**src/rtl/mips_ctrl_pkg.sv**
```systemverilog
// Shared encodings for the multicycle MIPS controller: opcodes, functs, ALU ops,
// state numbering, datapath mux selects and the bundled control word.
package mips_ctrl_pkg;

  localparam logic [5:0] OP_RTYPE = 6'b000000;
  localparam logic [5:0] OP_LW    = 6'b100011;
  localparam logic [5:0] OP_SW    = 6'b101011;
  localparam logic [5:0] OP_BEQ   = 6'b000100;
  localparam logic [5:0] OP_ADDI  = 6'b001000;
  localparam logic [5:0] OP_ANDI  = 6'b001100;
  localparam logic [5:0] OP_ORI   = 6'b001101;
  localparam logic [5:0] OP_J     = 6'b000010;

  localparam logic [5:0] FN_ADD = 6'b100000;
  localparam logic [5:0] FN_SUB = 6'b100010;
  localparam logic [5:0] FN_AND = 6'b100100;
  localparam logic [5:0] FN_OR  = 6'b100101;
  localparam logic [5:0] FN_SLT = 6'b101010;

  localparam logic [3:0] ALU_ADD = 4'b0000;
  localparam logic [3:0] ALU_SUB = 4'b0001;
  localparam logic [3:0] ALU_AND = 4'b0010;
  localparam logic [3:0] ALU_OR  = 4'b0011;
  localparam logic [3:0] ALU_SLT = 4'b0100;

  localparam logic [1:0] SRCB_REGB    = 2'b00;
  localparam logic [1:0] SRCB_FOUR    = 2'b01;
  localparam logic [1:0] SRCB_IMM     = 2'b10;
  localparam logic [1:0] SRCB_IMM_SH2 = 2'b11;

  localparam logic [1:0] PCSRC_ALU    = 2'b00;
  localparam logic [1:0] PCSRC_ALUOUT = 2'b01;
  localparam logic [1:0] PCSRC_JUMP   = 2'b10;

  typedef enum logic [3:0] {
    ST_FETCH    = 4'd0,
    ST_DECODE   = 4'd1,
    ST_MEMADR   = 4'd2,
    ST_MEMRD    = 4'd3,
    ST_MEMWB    = 4'd4,
    ST_MEMWR    = 4'd5,
    ST_RTYPE_EX = 4'd6,
    ST_RTYPE_WB = 4'd7,
    ST_BEQ      = 4'd8,
    ST_IMM_EX   = 4'd9,
    ST_IMM_WB   = 4'd10,
    ST_JUMP     = 4'd11
  } state_t;

  typedef struct packed {
    logic       mem_read;
    logic       mem_write;
    logic       iord;
    logic       ir_write;
    logic       pc_write;
    logic       pc_write_cond;
    logic [1:0] pc_src;
    logic       alu_src_a;
    logic [1:0] alu_src_b;
    logic [3:0] alu_ctrl;
    logic       ext_zero;
    logic       reg_dst;
    logic       mem_to_reg;
    logic       reg_write;
    logic       illegal;
  } ctrl_t;

  localparam ctrl_t CTRL_IDLE = '0;

  // ALU operation for the I-type arithmetic group; anything else adds.
  function automatic logic [3:0] imm_alu_op(input logic [5:0] op);
    logic [3:0] r;
    case (op)
      OP_ANDI: r = ALU_AND;
      OP_ORI:  r = ALU_OR;
      default: r = ALU_ADD;
    endcase
    return r;
  endfunction

  // Logical immediates take a zero-extended operand, arithmetic ones sign-extend.
  function automatic logic imm_zero_ext(input logic [5:0] op);
    logic r;
    case (op)
      OP_ANDI, OP_ORI: r = 1'b1;
      default:         r = 1'b0;
    endcase
    return r;
  endfunction

endpackage

```
**src/rtl/mips_alu_decode.sv**
```systemverilog
// R-type funct field to ALU operation, with a flag for functs the core supports.
module mips_alu_decode
  import mips_ctrl_pkg::*;
(
  input  logic [5:0] i_funct,
  output logic [3:0] o_alu_ctrl,
  output logic       o_valid
);

  // Pure lookup; unsupported functs report invalid and fall back to add.
  always_comb begin
    o_alu_ctrl = ALU_ADD;
    o_valid    = 1'b1;
    case (i_funct)
      FN_ADD:  o_alu_ctrl = ALU_ADD;
      FN_SUB:  o_alu_ctrl = ALU_SUB;
      FN_AND:  o_alu_ctrl = ALU_AND;
      FN_OR:   o_alu_ctrl = ALU_OR;
      FN_SLT:  o_alu_ctrl = ALU_SLT;
      default: begin
        o_alu_ctrl = ALU_ADD;
        o_valid    = 1'b0;
      end
    endcase
  end

endmodule

```
**src/rtl/mips_multicycle_ctrl.sv**
```systemverilog
// Main control FSM of the multicycle MIPS core: fetch/decode/execute/memory/writeback
// sequencing with a mem_ready stall handshake.
module mips_multicycle_ctrl
  import mips_ctrl_pkg::*;
#(
  parameter int ALUW   = 4,
  parameter int STATEW = 4
) (
  input  logic              i_clk,
  input  logic              i_rst_n,
  input  logic [5:0]        i_opcode,
  input  logic [5:0]        i_funct,
  input  logic              i_zero,
  input  logic              i_mem_ready,
  output logic              o_mem_read,
  output logic              o_mem_write,
  output logic              o_iord,
  output logic              o_ir_write,
  output logic              o_pc_write,
  output logic              o_pc_write_cond,
  output logic [1:0]        o_pc_src,
  output logic              o_alu_src_a,
  output logic [1:0]        o_alu_src_b,
  output logic [ALUW-1:0]   o_alu_ctrl,
  output logic              o_ext_zero,
  output logic              o_reg_dst,
  output logic              o_mem_to_reg,
  output logic              o_reg_write,
  output logic              o_illegal,
  output logic [STATEW-1:0] o_state
);

  state_t     r_state;
  state_t     w_next_state;
  logic       r_run;
  ctrl_t      w_ctrl;
  ctrl_t      w_out;
  logic [3:0] w_fn_alu;
  logic       w_fn_valid;
  logic       w_unused_zero;

  // The branch decision is taken by the datapath from pc_write_cond and zero.
  assign w_unused_zero = i_zero;

  mips_alu_decode u_alu_decode (
    .i_funct    (i_funct),
    .o_alu_ctrl (w_fn_alu),
    .o_valid    (w_fn_valid)
  );

  // State register; r_run holds all outputs low until the first edge after reset.
  always_ff @(posedge i_clk or negedge i_rst_n) begin
    if (!i_rst_n) begin
      r_state <= ST_FETCH;
      r_run   <= 1'b0;
    end else begin
      r_state <= w_next_state;
      r_run   <= 1'b1;
    end
  end

  // Next-state and Moore control decode; only the fetch strobes follow mem_ready.
  always_comb begin
    w_next_state = ST_FETCH;
    w_ctrl       = CTRL_IDLE;
    case (r_state)
      ST_FETCH: begin
        w_ctrl.mem_read  = 1'b1;
        w_ctrl.alu_src_b = SRCB_FOUR;
        w_ctrl.alu_ctrl  = ALU_ADD;
        if (i_mem_ready && r_run) begin
          w_ctrl.ir_write = 1'b1;
          w_ctrl.pc_write = 1'b1;
          w_ctrl.pc_src   = PCSRC_ALU;
          w_next_state    = ST_DECODE;
        end else begin
          w_next_state = ST_FETCH;
        end
      end
      ST_DECODE: begin
        w_ctrl.alu_src_b = SRCB_IMM_SH2;
        w_ctrl.alu_ctrl  = ALU_ADD;
        case (i_opcode)
          OP_LW, OP_SW:              w_next_state = ST_MEMADR;
          OP_RTYPE:                  w_next_state = ST_RTYPE_EX;
          OP_BEQ:                    w_next_state = ST_BEQ;
          OP_ADDI, OP_ANDI, OP_ORI:  w_next_state = ST_IMM_EX;
          OP_J:                      w_next_state = ST_JUMP;
          default: begin
            w_ctrl.illegal = 1'b1;
            w_next_state   = ST_FETCH;
          end
        endcase
      end
      ST_MEMADR: begin
        w_ctrl.alu_src_a = 1'b1;
        w_ctrl.alu_src_b = SRCB_IMM;
        w_ctrl.alu_ctrl  = ALU_ADD;
        if (i_opcode == OP_LW) begin
          w_next_state = ST_MEMRD;
        end else if (i_opcode == OP_SW) begin
          w_next_state = ST_MEMWR;
        end else begin
          w_next_state = ST_FETCH;
        end
      end
      ST_MEMRD: begin
        w_ctrl.mem_read = 1'b1;
        w_ctrl.iord     = 1'b1;
        if (i_mem_ready) begin
          w_next_state = ST_MEMWB;
        end else begin
          w_next_state = ST_MEMRD;
        end
      end
      ST_MEMWB: begin
        w_ctrl.reg_write  = 1'b1;
        w_ctrl.mem_to_reg = 1'b1;
        w_next_state      = ST_FETCH;
      end
      ST_MEMWR: begin
        w_ctrl.mem_write = 1'b1;
        w_ctrl.iord      = 1'b1;
        if (i_mem_ready) begin
          w_next_state = ST_FETCH;
        end else begin
          w_next_state = ST_MEMWR;
        end
      end
      ST_RTYPE_EX: begin
        w_ctrl.alu_src_a = 1'b1;
        w_ctrl.alu_src_b = SRCB_REGB;
        w_ctrl.alu_ctrl  = w_fn_alu;
        if (w_fn_valid) begin
          w_next_state = ST_RTYPE_WB;
        end else begin
          w_ctrl.illegal = 1'b1;
          w_next_state   = ST_FETCH;
        end
      end
      ST_RTYPE_WB: begin
        w_ctrl.reg_write = 1'b1;
        w_ctrl.reg_dst   = 1'b1;
        w_next_state     = ST_FETCH;
      end
      ST_BEQ: begin
        w_ctrl.alu_src_a     = 1'b1;
        w_ctrl.alu_src_b     = SRCB_REGB;
        w_ctrl.alu_ctrl      = ALU_SUB;
        w_ctrl.pc_write_cond = 1'b1;
        w_ctrl.pc_src        = PCSRC_ALUOUT;
        w_next_state         = ST_FETCH;
      end
      ST_IMM_EX: begin
        w_ctrl.alu_src_a = 1'b1;
        w_ctrl.alu_src_b = SRCB_IMM;
        w_ctrl.alu_ctrl  = imm_alu_op(i_opcode);
        w_ctrl.ext_zero  = imm_zero_ext(i_opcode);
        w_next_state     = ST_IMM_WB;
      end
      ST_IMM_WB: begin
        w_ctrl.reg_write = 1'b1;
        w_ctrl.alu_ctrl  = imm_alu_op(i_opcode);
        w_ctrl.ext_zero  = imm_zero_ext(i_opcode);
        w_next_state     = ST_FETCH;
      end
      ST_JUMP: begin
        w_ctrl.pc_write = 1'b1;
        w_ctrl.pc_src   = PCSRC_JUMP;
        w_next_state    = ST_FETCH;
      end
      default: begin
        w_ctrl.illegal = 1'b1;
        w_next_state   = ST_FETCH;
      end
    endcase
  end

  // Quiet control word until the controller has seen a clock out of reset.
  always_comb begin
    if (r_run) begin
      w_out = w_ctrl;
    end else begin
      w_out = CTRL_IDLE;
    end
  end

  assign o_mem_read      = w_out.mem_read;
  assign o_mem_write     = w_out.mem_write;
  assign o_iord          = w_out.iord;
  assign o_ir_write      = w_out.ir_write;
  assign o_pc_write      = w_out.pc_write;
  assign o_pc_write_cond = w_out.pc_write_cond;
  assign o_pc_src        = w_out.pc_src;
  assign o_alu_src_a     = w_out.alu_src_a;
  assign o_alu_src_b     = w_out.alu_src_b;
  assign o_alu_ctrl      = ALUW'(w_out.alu_ctrl);
  assign o_ext_zero      = w_out.ext_zero;
  assign o_reg_dst       = w_out.reg_dst;
  assign o_mem_to_reg    = w_out.mem_to_reg;
  assign o_reg_write     = w_out.reg_write;
  assign o_illegal       = w_out.illegal;
  assign o_state         = STATEW'(r_state);

endmodule
```
**config.mk**
```make
export PLATFORM = sky130hd
export DESIGN_NAME = mips_multicycle_ctrl
export DESIGN_NICKNAME = d
export VERILOG_FILES = /design/src/rtl/mips_ctrl_pkg.sv /design/src/rtl/mips_alu_decode.sv /design/src/rtl/mips_multicycle_ctrl.sv
export SDC_FILE = /design/constraint.sdc
export NUM_CORES = 1
export LEC_CHECK = 0
export ABC_AREA = 1
export CAP_MARGIN = 20
export CORE_MARGIN = 1
export CORE_UTILIZATION = 42
export DETAILED_ROUTE_END_ITERATION = 7
export PLACE_DENSITY = 0.89
export SYNTH_ARGS = -nofsm -noshare
export SYNTH_HDL_FRONTEND = slang
export SYNTH_SLANG_ARGS = --single-unit
```
**constraint.sdc**
```tcl
create_clock -name i_clk -period 4.2 [get_ports i_clk]
set_clock_uncertainty 0.15 [all_clocks]
set_input_delay 0.84 -clock i_clk [delete_from_list [all_inputs] [get_ports i_clk]]
set_output_delay 0.84 -clock i_clk [all_outputs]
set_load 0.03 [all_outputs]
```
==> impl_results.md <==
* Max-slew violations at 0
* Worst Hold Slack at about 540 ps
* Main combinational cell family by area after synthesis: simple AND/OR/NAND/NOR gates
* Worst hold start: r_run$_DFF_PN0_
* Reg-to-Reg Start: o_state[0]$_DFF_PN0_
* Most instantiated cells after synthesis: nand2_1, nor2_1, inv_1
* # fillers at 162
* Gpl congestion at 0.8123
* Arrival @ worst endpoint at about 2700 ps
* Post-route ant nets at 0
* RSZ-0062 raised after global routing: false
* Number of synthesized flops with an enable pin at 0
* Synth async-reset ratio at 100.0%
* Global-route wire length before repair at 3339 microns
* Critical path endpoint category: primary output
* Placement Setup Slack at around 510 ps
* Final setup fails at 0
* Port Buffer Count at 37
* Drt total wl at between 2000 and 2500 microns
* Combinational power share at 40.0%
* Adder-Cell Fraction of Synth Area at 0%
* Detailed Routing Iterations Pass 1 at 4
* Post-DP HPWL at about 1800 microns
* Simple-gate share of the synthesized area at 55.97%
* Area growth, synth to finish at 54.34%
* Die height at between 40 and 50 microns
* Status: completed
* Die area at between 1500 and 2000 sq um
* Hold_buf cts at 0
* Max VDD drop at roughly 0.00018 V
* Number of global-route vias before repair at roughly 900
* Xor-xnor portion of the synthesized cell area at 0%
* Clk pin slew, worst setup/hold paths at ~50 ps
* Most frequent cell after synthesis: nand2_1
* DRC Markers at 0
* Syn_nets at 159
* WL/cell at between 10 and 15 microns
* CTS tree: yes
* Crit-path max FO at 6
* Worst setup margin at ~510 ps
* Hold Fails Final Rpt at 0
* Pleak at ~0.59 nW
* Antenna violations before repair at 0
* # Max-Cap Violations at 0
* Clock sinks at 5
* Seq/Total Area, Yosys at 16.37%
* Antenna fix cells at 0
* Max Clk Rate at 0.2707 GHz
* Kind of critical path: in -> out
* Internal power at between 0.0001 and 0.00015 W
* Area after DPL at approximately 1200 sq um
* Hold Crit Class: reg -> reg
* PD cells at about 150 nW/um^2
* Synthesized instance count at between 100 and 150
* Via count at 1014
* Compound-cell area share of the yosys netlist at slightly above 10%
* Overall routing resource usage at between 20 and 25%
* Sequential Area at about 130 sq um
* Clock Latency Late Sink at 240 ps
* Clk root buf: clkbuf_4
* Final non-filler cell area at between 1000 and 1500 sq um
* Ys Warns at 0
* Synth top area cells: dfrtp_1, nand2_1, nor2_1
* Yosys top cell area share at between 15 and 20%
* Crit. Startpoint: i_opcode[3]
* Die width at between 40 and 50 microns
* Synthesized area per cell at about 5.3 sq um
* Layout cell share with drive strength beyond 1 at between 10% and 20%
* Post_cts resized at 0
* Sequential share of power at between 20 and 30%
* Sw Ratio at 35.86%
* Largest net degree at the start of global routing at 16
* Via density at about 4.9
* NumNets Final at ~200
* Hold path cells at 2
* Initial core utilization at around 45%
* I/O pins at 40
* Grt ovf at 0
* Setup TNS at 0 ps
* Period utilization at between 80% and 90%
* Area of the mapped netlist at between 700 and 800 sq um
* Synthesized flop and latch total at 5
* Core footprint at around 1700 sq um
* Mux contribution to synthesized area at 0%
* P_sw at about 0.000065 W
* Clk pwr share at a little over 30%
* Yosys cell types at 23
* Row cnt at 15
* DR iter-0 viols at 19
* Worst R2R Path Depth at 6
* Worst-case clock buffer depth at 2
* CTS Buf Count at 3
* Critical Path Source Type: primary input
* Postcts setup bufs at 0
* H-tree depth at 1
* Main flop type after synthesis: dfrtp_1
* CP required at about 3200 ps
* Post-route minimum period at 3695 ps
* Multi-input logic area at between 500 and 600 sq um
* Yosys top cell by area: dfrtp_1
[worst max-delay path, stage by stage]
cell and delay (ps):
clkdlybuf4s50_1 590, nor2_1 100, nand3_1 90, nand2_1 60
nor2_2 120, nand3_2 70, nand3_1 80, nand2_1 50
inv_1 50, clkdlybuf4s50_1 650
[state kept, by name (all words and copies together), names as in the netlist]
signal,cells
r_run,1
o_state,4
[placed cells by master, fill, tap and decap left out, drive strengths merged, types with 2 or more instances in the layout]
master         instances
clkdlybuf4s50         37
nor2                  34
nand2                 33
inv                   29
nand3                 13
o21ai                  8
nor3                   6
dfrtp                  5
nand4                  4
clkbuf                 4
a31oi                  2
a21oi                  2
conb                   2
[power by group through the flow]
stage / Clock (W) / Sequential [W] / Combinational [W]
2_1_floorplan: 0 / 0.0000554 / 0.0000363
3_3_place_gp: 0 / 0.0000534 / 0.0000698
3_5_place_dp: 0 / 0.0000534 / 0.0000717
4_1_cts: 0.0000574 / 0.0000527 / 0.0000720
5_1_grt: 0.0000607 / 0.0000529 / 0.0000779
6_report: 0.0000555 / 0.0000528 / 0.0000721
[final timing paths]
| path | to | slack [ps] |
|---|---|---|
| min | o_state[0]$_DFF_PN0_ | 540 |
| min reg2reg | o_state[0]$_DFF_PN0_ | 540 |
| max in group asynchronous | o_state[2]$_DFF_PN0_ | 3050 |
| max reg2reg | o_state[0]$_DFF_PN0_ | 2820 |
| min in group asynchronous | o_state[1]$_DFF_PN0_ | 660 |
| max | o_illegal | 510 |
[cell families after synthesis]
group | count (synthesis)
and+or+nand+nor | 90
buffers and inverters | 32
AOI/OAI and AO/OA | 14
DFF | 5
other | 2
[per-layer routing]
layer	share of wire (%)	GRT usage (%)	up-vias
met1	44	27.72	455
li1	-	-	526
met5	0	0	-
met3	3.8	2.857	2
met2	52	38.24	31
met4	0.48	5.455	0
[through the flow]
| stage | util [%] | total power [W] | std cells |
|---|---|---|---|
| floorplan | - | 0.00009171 | 143 |
| global placement | 67.55 | 0.0001233 | 203 |
| detailed placement | 67.55 | 0.0001251 | 203 |
| CTS | 69.08 | 0.0001821 | 207 |
| global route | 69.08 | 0.0001914 | 207 |
| finish | 69.08 | 0.0001804 | 207 |
[cell type report]
class	instances	area share, %
sequential	5	10.60
multi-input combinational	106	43.48
timing repair buffer	37	31.39
inverter	30	9.650
tap	25	2.651
clock buffer	4	2.227
No activity file was read; power rests on OpenSTA's default activity.
